===== src/rtl/ascii2ps2_tx.sv =====
// ASCII character to PS/2 device-side transmitter: maps a character to its Set-2
// make code and sends make, F0, make as 11-bit odd-parity frames with a gap after each.
module ascii2ps2_tx #(
    parameter int HALF_PERIOD = 2500,
    parameter int GAP_CYCLES  = 5000
) (
    input  logic       clk,
    input  logic       rst_n,
    input  logic       ascii_valid,
    input  logic [7:0] ascii_code,
    output logic       ascii_ready,
    output logic       ps2_clk,
    output logic       ps2_data,
    output logic       busy,
    output logic       unmapped,
    output logic [1:0] dbg_state_o
);

    localparam int CNT_MAX = (HALF_PERIOD > GAP_CYCLES) ? HALF_PERIOD : GAP_CYCLES;
    localparam int CW      = $clog2(CNT_MAX + 1);

    typedef enum logic [1:0] {S_IDLE = 2'd0, S_FRAME = 2'd1, S_GAP = 2'd2} state_e;

    state_e         state_q, state_d;
    logic [CW-1:0]  cnt_q, cnt_d;
    logic [3:0]     bit_q, bit_d;
    logic [1:0]     byte_q, byte_d;
    logic           half_q, half_d;
    logic [7:0]     code_q, code_d;
    logic           ready_q, ready_d;
    logic           busy_q, busy_d;
    logic           unmapped_q, unmapped_d;
    logic           clk_q, clk_d;
    logic           data_q, data_d;

    function automatic logic [7:0] letter_code(input logic [4:0] i);
        case (i)
            5'd0:  letter_code = 8'h1C;  5'd1:  letter_code = 8'h32;
            5'd2:  letter_code = 8'h21;  5'd3:  letter_code = 8'h23;
            5'd4:  letter_code = 8'h24;  5'd5:  letter_code = 8'h2B;
            5'd6:  letter_code = 8'h34;  5'd7:  letter_code = 8'h33;
            5'd8:  letter_code = 8'h43;  5'd9:  letter_code = 8'h3B;
            5'd10: letter_code = 8'h42;  5'd11: letter_code = 8'h4B;
            5'd12: letter_code = 8'h3A;  5'd13: letter_code = 8'h31;
            5'd14: letter_code = 8'h44;  5'd15: letter_code = 8'h4D;
            5'd16: letter_code = 8'h15;  5'd17: letter_code = 8'h2D;
            5'd18: letter_code = 8'h1B;  5'd19: letter_code = 8'h2C;
            5'd20: letter_code = 8'h3C;  5'd21: letter_code = 8'h2A;
            5'd22: letter_code = 8'h1D;  5'd23: letter_code = 8'h22;
            5'd24: letter_code = 8'h35;  5'd25: letter_code = 8'h1A;
            default: letter_code = 8'h00;
        endcase
    endfunction

    function automatic logic [7:0] digit_code(input logic [3:0] i);
        case (i)
            4'd0: digit_code = 8'h45;  4'd1: digit_code = 8'h16;
            4'd2: digit_code = 8'h1E;  4'd3: digit_code = 8'h26;
            4'd4: digit_code = 8'h25;  4'd5: digit_code = 8'h2E;
            4'd6: digit_code = 8'h36;  4'd7: digit_code = 8'h3D;
            4'd8: digit_code = 8'h3E;  4'd9: digit_code = 8'h46;
            default: digit_code = 8'h00;
        endcase
    endfunction

    // Returns {hit, make_code}; clearing bit 5 folds lowercase onto uppercase.
    function automatic logic [8:0] lookup(input logic [7:0] c);
        logic [7:0] up;
        logic [7:0] off;
        up     = c & 8'hDF;
        off    = up - 8'h41;
        lookup = 9'd0;
        if (up >= 8'h41 && up <= 8'h5A) lookup = {1'b1, letter_code(off[4:0])};
        else if (c >= 8'h30 && c <= 8'h39) lookup = {1'b1, digit_code(c[3:0])};
        else if (c == 8'h20) lookup = {1'b1, 8'h29};
        else if (c == 8'h0D) lookup = {1'b1, 8'h5A};
        else if (c == 8'h08) lookup = {1'b1, 8'h66};
    endfunction

    logic [8:0]  lk;
    logic [7:0]  frame_byte;
    logic [10:0] frame_bits;
    logic        accept;

    assign lk         = lookup(ascii_code);
    assign accept     = ascii_valid && ready_q;
    assign frame_byte = (byte_q == 2'd1) ? 8'hF0 : code_q;
    assign frame_bits = {1'b1, ~^frame_byte, frame_byte, 1'b0};

    always_comb begin
        state_d    = state_q;
        cnt_d      = cnt_q;
        bit_d      = bit_q;
        byte_d     = byte_q;
        half_d     = half_q;
        code_d     = code_q;
        ready_d    = ready_q;
        busy_d     = busy_q;
        unmapped_d = 1'b0;
        clk_d      = clk_q;
        data_d     = data_q;
        case (state_q)
            S_IDLE: begin
                ready_d = 1'b1;
                busy_d  = 1'b0;
                clk_d   = 1'b1;
                data_d  = 1'b1;
                if (accept) begin
                    ready_d = 1'b0;
                    busy_d  = 1'b1;
                    if (lk[8]) begin
                        state_d = S_FRAME;
                        code_d  = lk[7:0];
                        byte_d  = 2'd0;
                        bit_d   = 4'd0;
                        cnt_d   = '0;
                        half_d  = 1'b0;
                        data_d  = 1'b0;
                    end else begin
                        unmapped_d = 1'b1;
                    end
                end
            end
            S_FRAME: begin
                if (cnt_q == CW'(HALF_PERIOD - 1)) begin
                    cnt_d = '0;
                    if (!half_q) begin
                        half_d = 1'b1;
                        clk_d  = 1'b0;
                    end else begin
                        half_d = 1'b0;
                        clk_d  = 1'b1;
                        if (bit_q == 4'd10) begin
                            state_d = S_GAP;
                            bit_d   = 4'd0;
                            data_d  = 1'b1;
                        end else begin
                            bit_d  = bit_q + 4'd1;
                            data_d = frame_bits[bit_d];
                        end
                    end
                end else begin
                    cnt_d = cnt_q + CW'(1);
                end
            end
            S_GAP: begin
                if (cnt_q == CW'(GAP_CYCLES - 1)) begin
                    cnt_d = '0;
                    if (byte_q == 2'd2) begin
                        state_d = S_IDLE;
                        byte_d  = 2'd0;
                        ready_d = 1'b1;
                        busy_d  = 1'b0;
                    end else begin
                        state_d = S_FRAME;
                        byte_d  = byte_q + 2'd1;
                        half_d  = 1'b0;
                        clk_d   = 1'b1;
                        data_d  = 1'b0;
                    end
                end else begin
                    cnt_d = cnt_q + CW'(1);
                end
            end
            default: state_d = S_IDLE;
        endcase
    end

    always_ff @(posedge clk or negedge rst_n) begin
        if (!rst_n) begin
            state_q    <= S_IDLE;
            cnt_q      <= '0;
            bit_q      <= 4'd0;
            byte_q     <= 2'd0;
            half_q     <= 1'b0;
            code_q     <= 8'h00;
            ready_q    <= 1'b0;
            busy_q     <= 1'b0;
            unmapped_q <= 1'b0;
            clk_q      <= 1'b1;
            data_q     <= 1'b1;
        end else begin
            state_q    <= state_d;
            cnt_q      <= cnt_d;
            bit_q      <= bit_d;
            byte_q     <= byte_d;
            half_q     <= half_d;
            code_q     <= code_d;
            ready_q    <= ready_d;
            busy_q     <= busy_d;
            unmapped_q <= unmapped_d;
            clk_q      <= clk_d;
            data_q     <= data_d;
        end
    end

    assign ascii_ready = ready_q;
    assign ps2_clk     = clk_q;
    assign ps2_data    = data_q;
    assign busy        = busy_q;
    assign unmapped    = unmapped_q;
    assign dbg_state_o = state_q;

endmodule


===== config.mk =====
export PLATFORM = sky130hd
export DESIGN_NAME = ascii2ps2_tx
export DESIGN_NICKNAME = d
export VERILOG_FILES = /design/src/rtl/ascii2ps2_tx.sv
export SDC_FILE = /design/constraint.sdc
export NUM_CORES = 1
export LEC_CHECK = 0
export CAP_MARGIN = 0
export CELL_PAD_IN_SITES_DETAIL_PLACEMENT = 2
export CELL_PAD_IN_SITES_GLOBAL_PLACEMENT = 2
export CORE_MARGIN = 10
export CORE_UTILIZATION = 34
export DETAILED_ROUTE_END_ITERATION = 12
export PLACE_DENSITY = 0.79
export SLEW_MARGIN = 10
export SYNTH_ARGS = -nofsm -noshare
export SYNTH_HDL_FRONTEND = slang
export SYNTH_SLANG_ARGS = --single-unit

===== constraint.sdc =====
create_clock -name clk -period 2.5 [get_ports clk]
set_clock_uncertainty 0.2 [all_clocks]
set_input_delay 0.25 -clock clk [delete_from_list [all_inputs] [get_ports clk]]
set_output_delay 0.25 -clock clk [all_outputs]
set_load 0.02 [all_outputs]

==> impl_results.md <==
- Status: complete, but fails checks
- Failing checks: setup timing
- Seq pwr share: 39.4%
- Setup crit end kind: register
- IO buf count: 17
- MaxCap Viol Count: 0
- PD cells: approximately 310 nW/µm²
- Share of cells above drive strength 1: 34.95%
- Routed WL: 15070 µm
- Reg2Reg Setup Slack: -90 ps
- Core ar.: 8848 µm²
- Asr flop ratio synth: 100.0%
- Worst setup margin: -85.02 ps
- CTS H-tree lvls: 2
- Placement Rows: 34
- Synth area leader: dfrtp_1
- Crit path arrival time: roughly 2600 ps
- Layout Cells excl Fill: 583
- Global-route wire length before repair: 22050 µm
- Post-synth EDFFs: 0
- Clock share of power: 36.6%
- Mux share of post-synthesis cell area: 5.861%
- Synth top area cells: dfrtp_1 26%, ha_1 7.2%, nand2_1 4.7%
- Synthesized flop and latch total: 34
- Initial Utilization: 35.46%
- Congestion Overflow GR: 0
- Placed cells: 564
- Share of the synthesized area in the top cell type: 25.52%
- Initial antenna violation count: 0
- Int Power: 0.9815 mW
- Syn_area_per_cell: 8.436 µm²
- Post-synthesis simple-gate area fraction: 19.78%
- Crit path required time: 2490 ps
- ANT cells: 0
- Syn Nets: roughly 400
- CTS sink count: 34
- Post-synth cell types: 66
- Predominant post-synthesis flop cell: dfrtp_1
- Switching Share: ~30%
- Fillers: 961
- Worst-Skew Late Latency: around 300 ps
- Hold slack: 185.1 ps
- Tot GR Track Use: around a fifth
- Drt drc: 0
- CTS tree: done
- RR Startpoint: cnt_q[0]
- Design Power: 1.396 mW
- Vias in the first global route: 3937
- Synth warnings: 0
- Achievable clock frequency: 386.8 MHz
- Adder-cell share of the synthesized area: 7.177%
- WL/cell: 25.84 µm
- Hold WC Path Type: input pin to asynchronous set/reset pin
- Fin crit share: 103.4%
- Final core occ: 50.11%
- First drt pass iteration count: 4
- Clock transition at path regs: 80 ps
- Die width: 116.1 µm
- Worst rel slew slack: 53.63%
- Final nets: between 500 and 600
- RSZ-0062 raised after global routing: true
- Gpl congestion: 0.8365
- Crit start category: register
- Largest family of logic cells by synthesized area: compound AO/OA/AOI/OAI gates
- Cts bufs inserted: 5
- Peak supply drop: 140.6 µV
- Initial DRC count: 170
- Sequential area share after synthesis: 27.19%
- Comb pwr share: 24.0%
- Crit Path Max Fanout: 4
- Leak: 1.965 nW
- Fin crit period: 2585 ps
- Hold Vio Cnt, Final: 0
- Chip height: 116.1 µm
- Ports: 18
- Mapped Cells: 372
- P_sw: 0.4145 mW
- Number of routed nets with antenna violations: 0
- Max Root-Sink Buffers: 2
- Syn-to-layout area delta: 41.31%
- Kind of critical path: register to register
- Worst Tran Pin Value: 695.6 ps
- CTS root buffer: clkbuf_8
- Hpwl dp: slightly above 10000 µm
- Routed via count: 3527
- Final Max Tran Viols: 0
- XOR/XNOR Fraction of Synth Area: 3.947%
- CP Launch Point: cnt_q[0]
- Full die area: 13470 µm²
- Count of final setup violators: 11
- Largest net degree at the start of global routing: 35
- Vias per cell: 6.050
- Cell Area, Synth: about 3100 µm²
- Compound-cell area share of the yosys netlist: 28.51%
-- stage by stage --
| step | worst slack [ps] | instance area [µm²] | TNS, ps |
|---|---|---|---|
| after floorplan | -191.0 | 3208 | -1519 |
| after detailed placement | -972.1 | 4065 | -18140 |
| after global routing | -160.8 | 4434 | -1641 |
| final | -85.02 | 4434 | -313.7 |
| after CTS | -21.40 | 4287 | -28.07 |
| after global placement | -733.7 | 4065 | -13990 |
-- power by group through the flow --
stage	clock network, mW	registers [mW]	logic (mW)
2_1_floorplan	0	0.561	0.142
3_3_place_gp	0	0.560	0.282
3_5_place_dp	0	0.560	0.301
4_1_cts	0.509	0.550	0.313
5_1_grt	0.538	0.550	0.359
6_report	0.511	0.550	0.335
-- final timing paths --
| path | endpoint | cells after the start |
|---|---|---|
| setup / recovery | half_q | 8 |
| hold / removal | half_q | 2 |
| setup reg to reg | half_q | 8 |
| hold reg to reg | ps2_clk | 1 |
| max in group asynchronous | ps2_data | 2 |
| min in group clk | ps2_clk | 1 |
-- cell families (layout without fill, tap and decap cells) --
| family | after synthesis | in the layout |
|---|---|---|
| AND/OR/NAND/NOR | 125 | 125 |
| AO/OA/AOI/OAI | 117 | 118 |
| buffers and inverters | 51 | 153 |
| flip-flops | 34 | 34 |
| adder cells (fa/ha/maj) | 18 | 18 |
| multiplexers | 16 | 16 |
| XOR/XNOR | 11 | 11 |
-- what timing repair did --
item,CTS,global route
endpoints found under the setup margin,30,30
hold buffers,0,0
resized for setup,22,31
cloned,0,1
setup buffers,4,6
pin swaps,4,9
-- critical path: stages, from the launching register on --
cell	delay, ps
dfrtp_1	380
ha_2	210
nand4b_1	190
or2_4	320
o41ai_4	290
buf_4	210
nand4_1	180
a21oi_2	200
mux2_4	310
-- metal layers --
metal | routed length, µm | global-route usage [%] | vias to the layer above
met5 | 0 | 0 | -
met4 | 618 | 9.258 | 0
met2 | 8027 | 39.55 | 75
met3 | 352 | 2.274 | 38
li1 | - | - | 1588
met1 | 6068 | 22.38 | 1826
-- layout make-up --
class                      count  area, µm²  share of cell area (%)
clock buffer                   8      110.1                   2.483
inverter                      28      120.1                   2.709
multi-input combinational    288       2246                   50.65
sequential                    34      853.3                   19.24
tap                          108      135.1                   3.047
timing repair buffer         117      969.7                   21.87
-- sequential cells by signal, indices dropped and copies added, names as in the netlist --
register	count
cnt_q	13
code_q	7
bit_q	4
byte_q	2
dbg_state_o	2
ascii_ready	1
busy	1
half_q	1
ps2_clk	1
ps2_data	1
unmapped	1
-- synthesized netlist by cell type, drive strengths merged, types with 2 or more instances --
| library cell | count |
|---|---|
| a2111oi | 2 |
| a211o | 3 |
| a211oi | 11 |
| a21o | 5 |
| a21oi | 17 |
| a221o | 5 |
| a221oi | 6 |
| a22oi | 2 |
| a2bb2oi | 2 |
| a31oi | 9 |
| a32o | 6 |
| and3 | 5 |
| buf | 11 |
| clkbuf | 12 |
| dfrtp | 32 |
| dfstp | 2 |
| ha | 18 |
| inv | 27 |
| mux2 | 6 |
| mux2i | 9 |
| nand2 | 39 |
| nand2b | 4 |
| nand3 | 18 |
| nand4 | 4 |
| nor2 | 24 |
| nor2b | 8 |
| nor3 | 6 |
| nor3b | 2 |
| nor4 | 3 |
| o211ai | 6 |
| o21ai | 20 |
| o22a | 3 |
| o22ai | 8 |
| o32ai | 3 |
| or3 | 4 |
| or4 | 2 |
| xnor2 | 6 |
| xnor3 | 2 |
| xor2 | 3 |
-- placed cells by master (no fill, tap or decap), types with 4 or more instances in the layout --
cell type | netlist | final
o21ai_0 | 19 | 18
a211oi_2 | 0 | 5
mux2_2 | 5 | 4
dfrtp_1 | 32 | 32
a32o_1 | 6 | 6
o211ai_1 | 6 | 6
nand2_1 | 39 | 39
buf_12 | 1 | 4
a21oi_1 | 14 | 11
nand3_1 | 18 | 18
a221o_1 | 5 | 5
a21o_1 | 5 | 4
and3_1 | 5 | 5
nor3_1 | 6 | 5
nor2_1 | 24 | 22
a221oi_2 | 3 | 5
nor2b_1 | 8 | 7
o22ai_1 | 8 | 8
a211oi_1 | 11 | 6
clkdlybuf4s50_1 | 0 | 13
inv_1 | 27 | 25
nand4_1 | 4 | 4
ha_1 | 18 | 14
a31oi_1 | 8 | 8
xnor2_1 | 6 | 5
clkbuf_8 | 0 | 8
buf_4 | 3 | 94
mux2i_1 | 9 | 9
a21oi_2 | 3 | 5
(Power assumes the default switching activity.)
